$ cat src/rtl/icache_fill_ctrl.sv
// Instruction-cache miss controller: hit/bypass to fetch, line-load issue,
// and an MSHR table that matches returning memory tags to cache fills.
module icache_fill_ctrl #(
  parameter int MSHR_DEPTH = 4
) (
  input  logic        clock,
  input  logic        reset,
  input  logic [63:0] proc2Icache_addr,
  input  logic [63:0] cache_data,
  input  logic        cache_valid,
  output logic [6:0]  rd_idx,
  output logic [53:0] rd_tag,
  output logic [63:0] Icache2proc_data,
  output logic        Icache2proc_valid,
  input  logic        bus_busy,
  output logic [1:0]  proc2mem_command,
  output logic [63:0] proc2mem_addr,
  input  logic [3:0]  mem2proc_response,
  input  logic [3:0]  mem2proc_tag,
  input  logic [63:0] mem2proc_data,
  output logic        wr_en,
  output logic [6:0]  wr_idx,
  output logic [53:0] wr_tag,
  output logic [63:0] wr_data,
  output logic        mshr_full
);

  typedef struct packed {
    logic        valid;
    logic [3:0]  mem_tag;
    logic [6:0]  idx;
    logic [53:0] tag;
  } mshr_t;

  mshr_t [MSHR_DEPTH-1:0] mshr;
  logic  [MSHR_DEPTH-1:0] valid, fill_hit, same_line, fill_oh, alloc_oh;
  logic                   bypass, issue, alloc;
  logic                   unused;

  assign rd_idx        = proc2Icache_addr[9:3];
  assign rd_tag        = proc2Icache_addr[63:10];
  assign proc2mem_addr = {proc2Icache_addr[63:3], 3'b0};
  assign unused        = ^proc2Icache_addr[2:0];

  for (genvar i = 0; i < MSHR_DEPTH; i++) begin : g_ent
    assign valid[i]     = mshr[i].valid;
    assign fill_hit[i]  = mshr[i].valid && (mem2proc_tag != 4'd0) && (mshr[i].mem_tag == mem2proc_tag);
    assign same_line[i] = mshr[i].valid && (mshr[i].idx == rd_idx) && (mshr[i].tag == rd_tag);
  end

  // Lowest-set one-hot picks: the matching fill entry and the free slot to allocate.
  assign fill_oh  = fill_hit & (~fill_hit + MSHR_DEPTH'(1));
  assign alloc_oh = ~valid & (valid + MSHR_DEPTH'(1));

  always_comb begin
    wr_idx = '0;
    wr_tag = '0;
    for (int i = 0; i < MSHR_DEPTH; i++) begin
      if (fill_oh[i]) begin
        wr_idx = wr_idx | mshr[i].idx;
        wr_tag = wr_tag | mshr[i].tag;
      end
    end
  end

  assign wr_en   = !reset && (|fill_hit);
  assign wr_data = mem2proc_data;
  assign bypass  = wr_en && (wr_idx == rd_idx) && (wr_tag == rd_tag);

  assign Icache2proc_valid = !reset && (cache_valid || bypass);
  assign Icache2proc_data  = cache_valid ? cache_data : mem2proc_data;

  // Full is judged on entry state at cycle start; a same-cycle fill frees its slot next cycle.
  assign mshr_full        = !reset && (&valid);
  assign issue            = !reset && !Icache2proc_valid && !(|same_line) && !(&valid) && !bus_busy;
  assign proc2mem_command = issue ? 2'd1 : 2'd0;
  assign alloc            = issue && (mem2proc_response != 4'd0);

  always_ff @(posedge clock) begin
    if (reset) begin
      for (int i = 0; i < MSHR_DEPTH; i++) mshr[i].valid <= 1'b0;
    end else begin
      for (int i = 0; i < MSHR_DEPTH; i++) begin
        if (fill_oh[i]) mshr[i].valid <= 1'b0;
        if (alloc && alloc_oh[i]) mshr[i] <= '{1'b1, mem2proc_response, rd_idx, rd_tag};
      end
    end
  end

endmodule

$ cat config.mk
export PLATFORM = sky130hd
export DESIGN_NAME = icache_fill_ctrl
export DESIGN_NICKNAME = d
export VERILOG_FILES = /design/src/rtl/icache_fill_ctrl.sv
export SDC_FILE = /design/constraint.sdc
export NUM_CORES = 1
export LEC_CHECK = 0
export ABC_AREA = 1
export ABC_CLOCK_PERIOD_IN_PS = 5700
export CAP_MARGIN = 20
export CORE_MARGIN = 2
export CORE_UTILIZATION = 43
export CTS_CLUSTER_SIZE = 10
export DETAILED_ROUTE_END_ITERATION = 8
export PLACE_DENSITY = 0.85
export RECOVER_POWER = 50
export SYNTH_ARGS = -nofsm -noshare
export SYNTH_HDL_FRONTEND = slang
export SYNTH_SLANG_ARGS = --single-unit
$ cat constraint.sdc
create_clock -name clock -period 5.7 [get_ports clock]
set_input_delay 1.14 -clock clock [delete_from_list [all_inputs] [get_ports clock]]
set_output_delay 1.14 -clock clock [all_outputs]
set_load 0.005 [all_outputs]
### Word level (Yosys, flattened, before mapping)

Index checks and enable logic that the tools add are counted.

| storage, ports and cells | value |
|---|---|
| input bits | 204 |
| word-level logic and storage cells | 110 |
| flip-flop bits (word level) | 264 |
| output and inout port bits | 319 |

| cells by class | value |
|---|---|
| bitwise gates (word level) | 11 |
| reduce and logical (&&, ||, !) cells | 49 |
| eq/ne operators | 14 |
| add/subtract/negate cells | 2 |
| muxes and demuxes | 18 |

Operator list:

| kind | count |
|---|---|
| equality test 54 bit | 5 |
| two-way mux 66 bit | 4 |
| two-way mux 54 bit | 4 |
| bitwise OR 54 bit | 3 |
| two-way mux 64 bit | 1 |
| equality test 7 bit | 5 |
| logical AND 1 bit | 30 |
| two-way mux 7 bit | 4 |
| bitwise OR 7 bit | 3 |
| equality test 4 bit | 4 |
| adder 4 x 1 -> 4 bit (second input constant) | 2 |
| AND 4 bit | 2 |
| NOT 4 bit | 2 |
| AND reduction 2 bit | 4 |
| nonzero test 2 bit | 4 |
| nonzero test 4 bit | 2 |
| OR reduction 4 bit | 2 |
| zero test 1 bit | 5 |
| two-way mux 1 bit | 5 |
| AND reduction 4 bit | 1 |
| logical OR 1 bit | 1 |
| NOT 1 bit | 1 |

### Logic depth before layout (Yosys ltp)

| logic depth | value |
|---|---|
| depth in word-level cells | 26 |
| depth in mapped cells | 23 |
| gate-level depth less buffers | 22 |

### Least setup slack after synthesis

Ideal clock, no wire load.

| path | value |
|---|---|
| kind | input to register |
| start | input port mem2proc_tag[0] |
| end | register mshr[0] (netlist bit), enable pin |
| stages | 21 |
| buffers on the path | 2 |
| path slack | -319 ps |
| data arrival time | 5530 ps |
| library setup time | 489 ps |
| data required time | 5211 ps |
| path through | nor2_1 -> nand2_1 -> nand2_1 -> inv_1 -> nand3_1 -> nand2_1 -> nor2_2 -> buf_4 -> buf_6 -> nand3_1 -> nand2_1 -> nand2_1 -> nand2_1 -> nor2_1 -> nand2_1 -> nor2_1 -> nand2_1 -> nor2_1 -> nand2_2 -> nand4_4 -> nor2_1 |

| between the ends | value |
|---|---|
| elaborated cells between the ends (all ways) | 46 |
| classes of those cells | add/sub (1); eq/ne (6); mux (8); bitwise (8); reduce/logical (23) |

RTL lines:

| element | RTL line | RTL |
|---|---|---|
| from (decl) | 19 | `input logic [3:0] mem2proc_tag,` |
| nonzero test 4 bit | 47 | `assign fill_hit[i] = mshr[i].valid && (mem2proc_tag != 4'd0) && (mshr[i].mem_tag == mem2proc_tag);` |
| logical AND 1 bit (2 in a row) | 47 |  |
| NOT 4 bit | 52 | `assign fill_oh = fill_hit & (~fill_hit + MSHR_DEPTH'(1));` |
| adder 4 x 1 -> 4 bit | 52 |  |
| AND 4 bit * | 52 |  |
| two-way mux 54 bit | 59 | `if (fill_oh[i]) begin` |
| bitwise OR 54 bit | 61 | `wr_tag = wr_tag \| mshr[i].tag;` |
| two-way mux 54 bit | 59 |  |
| [... 4 more ...] | n/a |  |
| net wr_tag[1] | 23 | `output logic [53:0] wr_tag,` |
| [... 1 more ...] | n/a |  |
| logical AND 1 bit * | 68 | `assign bypass = wr_en && (wr_idx == rd_idx) && (wr_tag == rd_tag);` |
| logical OR 1 bit * | 70 | `assign Icache2proc_valid = !reset && (cache_valid \|\| bypass);` |
| logical AND 1 bit * | 70 |  |
| zero test 1 bit * | 75 | `assign issue = !reset && !Icache2proc_valid && !(\|same_line) && !(&valid) && !bus_busy;` |
| logical AND 1 bit * (4 in a row) | 75 |  |
| logical AND 1 bit * | 77 | `assign alloc = issue && (mem2proc_response != 4'd0);` |
| logical AND 1 bit * | 85 | `if (alloc && alloc_oh[i]) mshr[i] <= '{1'b1, mem2proc_response, rd_idx, rd_tag};` |
| AND reduction 2 bit (no source line) * | n/a |  |
| to (signal, indexed assignment) | 85 |  |
| to (decl) | 35 | `mshr_t [MSHR_DEPTH-1:0] mshr;` |

The timed path passes the listed nets; every way through them passes the cells marked *.
A chain may end at the register's enable or synchronous reset.

### Final worst setup path

| path | value |
|---|---|
| start | input port proc2Icache_addr[63] |
| end | output port proc2mem_command[0] |

| between the ends | value |
|---|---|
| word-level cells in the longest chain between the ends | 10 |
| elaborated cells between the ends (all ways) | 20 |
| classes of those cells | eq/ne (5); mux (1); reduce/logical (14) |

Ends and longest elaborated chain:

| element | RTL line | RTL |
|---|---|---|
| from (decl) | 8 | `input logic [63:0] proc2Icache_addr,` |
| equality test 54 bit | 68 |  |
| logical AND 1 bit | 68 |  |
| logical OR 1 bit | 70 |  |
| logical AND 1 bit | 70 |  |
| zero test 1 bit | 75 |  |
| logical AND 1 bit | 75 |  |
| logical AND 1 bit * (3 in a row) | 75 |  |
| two-way mux 1 bit * | 76 | `assign proc2mem_command = issue ? 2'd1 : 2'd0;` |
| to (decl) | 16 | `output logic [1:0] proc2mem_command,` |

Mark *: on every way between the ends. The rest lies on a longest branch, timed or not.

==> summary.md <==
| Metric | Value |
|---|---|
| Status | finished clean |
| Vias in the first global route | 17030 |
| Nets | 2841 |
| Rel. slew slack | 23.5% |
| Cts bufs inserted | 31 |
| Synth Area in Simple Gates | 27.8% |
| Die area | 40700 um2 |
| Die height | 202 um |
| Die X-Extent | 202 um |
| Fmax | 186 MHz |
| Slew @ Worst Pin | 1.15 ns |
| Hold Buf Count CTS | 0 |
| Hold_ws | 0.725 ns |
| CP max FO | 12 |
| Crit share post-route | 94.5% |
| I/O pin count | 523 |
| Yosys reg bits | 264 |
| DRC | 0 |
| Pwr per Cell Area | 204 nW/um2 |
| Clock buffer depth | 3 |
| First-pass GRT wire length | 126000 um |
| Root buf cell | clkbuf_16 |
| Detail-routed net length per standard cell | 29.3 um |
| Port bufs | 515 |
| Sequential share of the synthesized area | 46.9% |
| Hold Fails Final Rpt | 0 |
| Via count | 18610 |
| Asr flop ratio synth | 0% |
| TritonRoute pass-1 iters | 7 |
| Syn Std Cell Area | 16800 um2 |
| ANT nets after route | 0 |
| CP delay by family, top | buffers and inverters |
| Mean Syn Cell Area | 8.10 um2 |
| Register area | 7890 um2 |
| CTS tree | done |
| Largest registers | mshr x264 |
| Post-synth EDFFs | 260 |
| Primary FF master, synth | edfxtp_1 |
| Hold Crit Class | reg -> reg |
| Area share of fa/ha/maj cells after synthesis | 0% |
| Gp weighted congestion | 1.07 |
| Vias per cell | 5.86 |
| P_leak | 10.2 nW |
| Crit path launch type | input port |
| Post-synthesis xor/xnor area fraction | 3.23% |
| Core Box Area | 38600 um2 |
| Pre-CTS setup slack | -0.230 ns |
| Pin count of the biggest net entering global routing | 66 |
| Later-pin clock latency in the skew report | 0.60 ns |
| CP arrival | 4.25 ns |
| Num Clock Sinks | 264 |
| Largest reg by FF count | mshr |
| Yosys warning total | 0 |
| Tot Pwr | 4.90 mW |
| Final worst path period need | 5.39 ns |
| Largest family of logic cells by synthesized area | simple AND/OR/NAND/NOR gates |
| Multi-input logic area | 6610 um2 |
| Number of H-tree levels | 1 |
| Iteration-0 DRC Markers | 3106 |
| Total gr overflow | 0 |
| Compound-Gate Fraction of Synth Area | 7.43% |
| VDD IR max | 253 uV |
| Slowest library cell on the worst path | clkbuf_1 |
| Total track usage | 43.9% |
| Layout area overhead | 42.5% |
| Largest register FFs | 264 |
| Multiplexer share of the synthesized area | 0% |
| # setup viols final | 0 |
| Crit path top cell by count | nor2_1 |
| Clock-pin slew on the worst setup and hold paths | 0.06 ns |
| Std-Cell Rows | 72 |
| Final WL | 92900 um |
| Largest stage delay on the critical path | 0.84 ns |
| Crit path cell chain | dlygate4sd3_1 -> clkbuf_1 -> o22ai_1 -> a2111oi_0 -> nand4_1 -> nor2_1 -> nand2_1 -> nand3_1 -> nor2_1 -> and3_4 -> dlymetal6s2s_1 |
| DPL Wire Length | 74200 um |
| Worst setup margin | 0.314 ns |
| Req. time, crit path | 4.56 ns |
| Share of cells above drive strength 1 | 11.0% |
| Unique masters post-synth | 45 |
| Critical path endpoint category | primary output |
| Setup TNS | 0 ns |
| Starting Density | 43.5% |
| Gate Count Post-Synth | 2077 |
| WP buf/inv | 3 |
| Slew Limit Fails | 0 |
| RSZ-0062 raised after global routing | no |
| Max cap viols | 0 |
| Worst Skew | 0.0134 ns |
| WS Path Type | in -> out |
| Initial antenna violation count | 7 |
| Fillers | 3338 |
## what timing repair did
item | in CTS | in global routing
gates resized for setup | 21 | 15
setup buffers | 10 | 2
pin swaps | 4 | 7
gates cloned | 2 | 0
setup endpoints to repair | 2 | 2
## layout by cell type, fill, tap and decap left out, types with 4 or more instances in the layout
cell	count
o21ai_0	50
nand3b_1	4
o21bai_2	4
xor2_1	35
clkinv_1	4
o22ai_1	65
a211oi_1	5
conb_1	4
nand3_1	183
o2111ai_1	12
nand4_1	22
nor2_2	9
clkbuf_16	31
xnor2_1	27
nand2_2	9
or2_2	5
o21ai_1	8
clkdlybuf4s50_1	285
buf_6	4
edfxtp_1	260
nor3_1	7
dlygate4sd3_1	223
inv_1	170
nor4_1	26
buf_12	24
a21oi_1	9
dfxtp_1	4
a22o_1	11
a221oi_1	19
inv_2	8
nor2_1	197
nor2_4	8
buf_4	177
clkbuf_1	73
nand2_1	643
## routing by layer
| metal | share of wire, % | vias to the layer above | GRT usage, % |
|---|---|---|---|
| li1 | - | 7894 | - |
| met1 | 38 | 8764 | 61.2 |
| met2 | 40 | 1709 | 61.5 |
| met3 | 16 | 239 | 14.4 |
| met4 | 5.9 | 4 | 20.0 |
| met5 | 0.026 | - | 0 |
## worst register-to-register path: stages, from the launching register on
cell and delay [ns]:
dfxtp_1 0.68, nand2_1 0.18, nor2_2 0.18, nand3_4 0.17
buf_4 0.21, buf_6 0.18, nand3_1 0.12, nand2_1 0.05
nor2_1 0.26, nand3_1 0.11, nand2_1 0.11, nor2_1 0.04
buf_4 0.15, nand2_1 0.07, nor2_1 0.05, nand2_1 0.07
nor2_1 0.05, buf_4 0.15, nand2_2 0.09, buf_4 0.13
nand4_4 0.15, nor2_4 0.68, buf_12 0.31
## layout make-up
class	instances	share of cell area, %
antenna	1	0.0104
clock buffer	48	3.54
clock inverter	3	0.120
inverter	181	2.83
multi-input combinational	1380	27.5
sequential	264	32.9
tap	518	2.70
timing repair buffer	779	30.3
## where the power goes
group | switching, mW | leakage [nW] | total [mW] | internal (mW)
clock | 0.823 | 0.423 | 1.84 | 1.01
combinational | 0.498 | 7.43 | 0.886 | 0.387
sequential | 0.0207 | 2.38 | 2.18 | 2.16
total | 1.34 | 10.2 | 4.90 | 3.56
## stage by stage
step	cells	cell area (um2)	util [%]
finish	3174	24000	62.0
global placement	3108	23000	59.6
floorplan	2080	16800	-
global route	3173	24000	62.0
detailed placement	3108	23000	59.6
CTS	3171	24100	62.4
## cell usage after synthesis, types with 9 or more instances
cell type	count	area share (%)
a21oi_1	9	0.27
a221oi_1	19	0.99
a22o_1	11	0.57
buf_2	14	0.42
buf_4	195	8.7
buf_6	10	0.67
clkbuf_1	33	0.74
edfxtp_1	260	46
inv_1	171	3.8
nand2_1	651	15
nand3_1	186	5.5
nand4_1	22	0.82
nor2_1	209	4.7
nor4_1	26	0.97
o2111ai_1	12	0.62
o21ai_0	50	1.5
o22ai_1	65	2.4
xnor2_1	27	1.4
xor2_1	35	1.8
## path summary, 6_finish.rpt
check | slack (ns) | depth (start not counted) | to | from
worst max-delay path | 0.31 | 11 | proc2mem_command[0] | proc2Icache_addr[63]
worst max register to register | 1.15 | 22 | mshr[37]$_DFFE_PP_ | mshr[65]$_SDFFE_PP0P_
worst min register to register | 0.72 | 1 | mshr[65]$_SDFFE_PP0P_ | mshr[65]$_SDFFE_PP0P_
worst min-delay path | 0.72 | 1 | mshr[65]$_SDFFE_PP0P_ | mshr[65]$_SDFFE_PP0P_
## cell families (layout without fill, tap and decap cells)
kind of cell              Yosys count  in the layout
and+or+nand+nor                  1124           1124
buffers and inverters             436           1011
DFF                               264            264
AOI/OAI and AO/OA                 190            190
xor gates and xnor gates           62             62
other                               1              5
No activity file was read; power rests on OpenSTA's default activity.
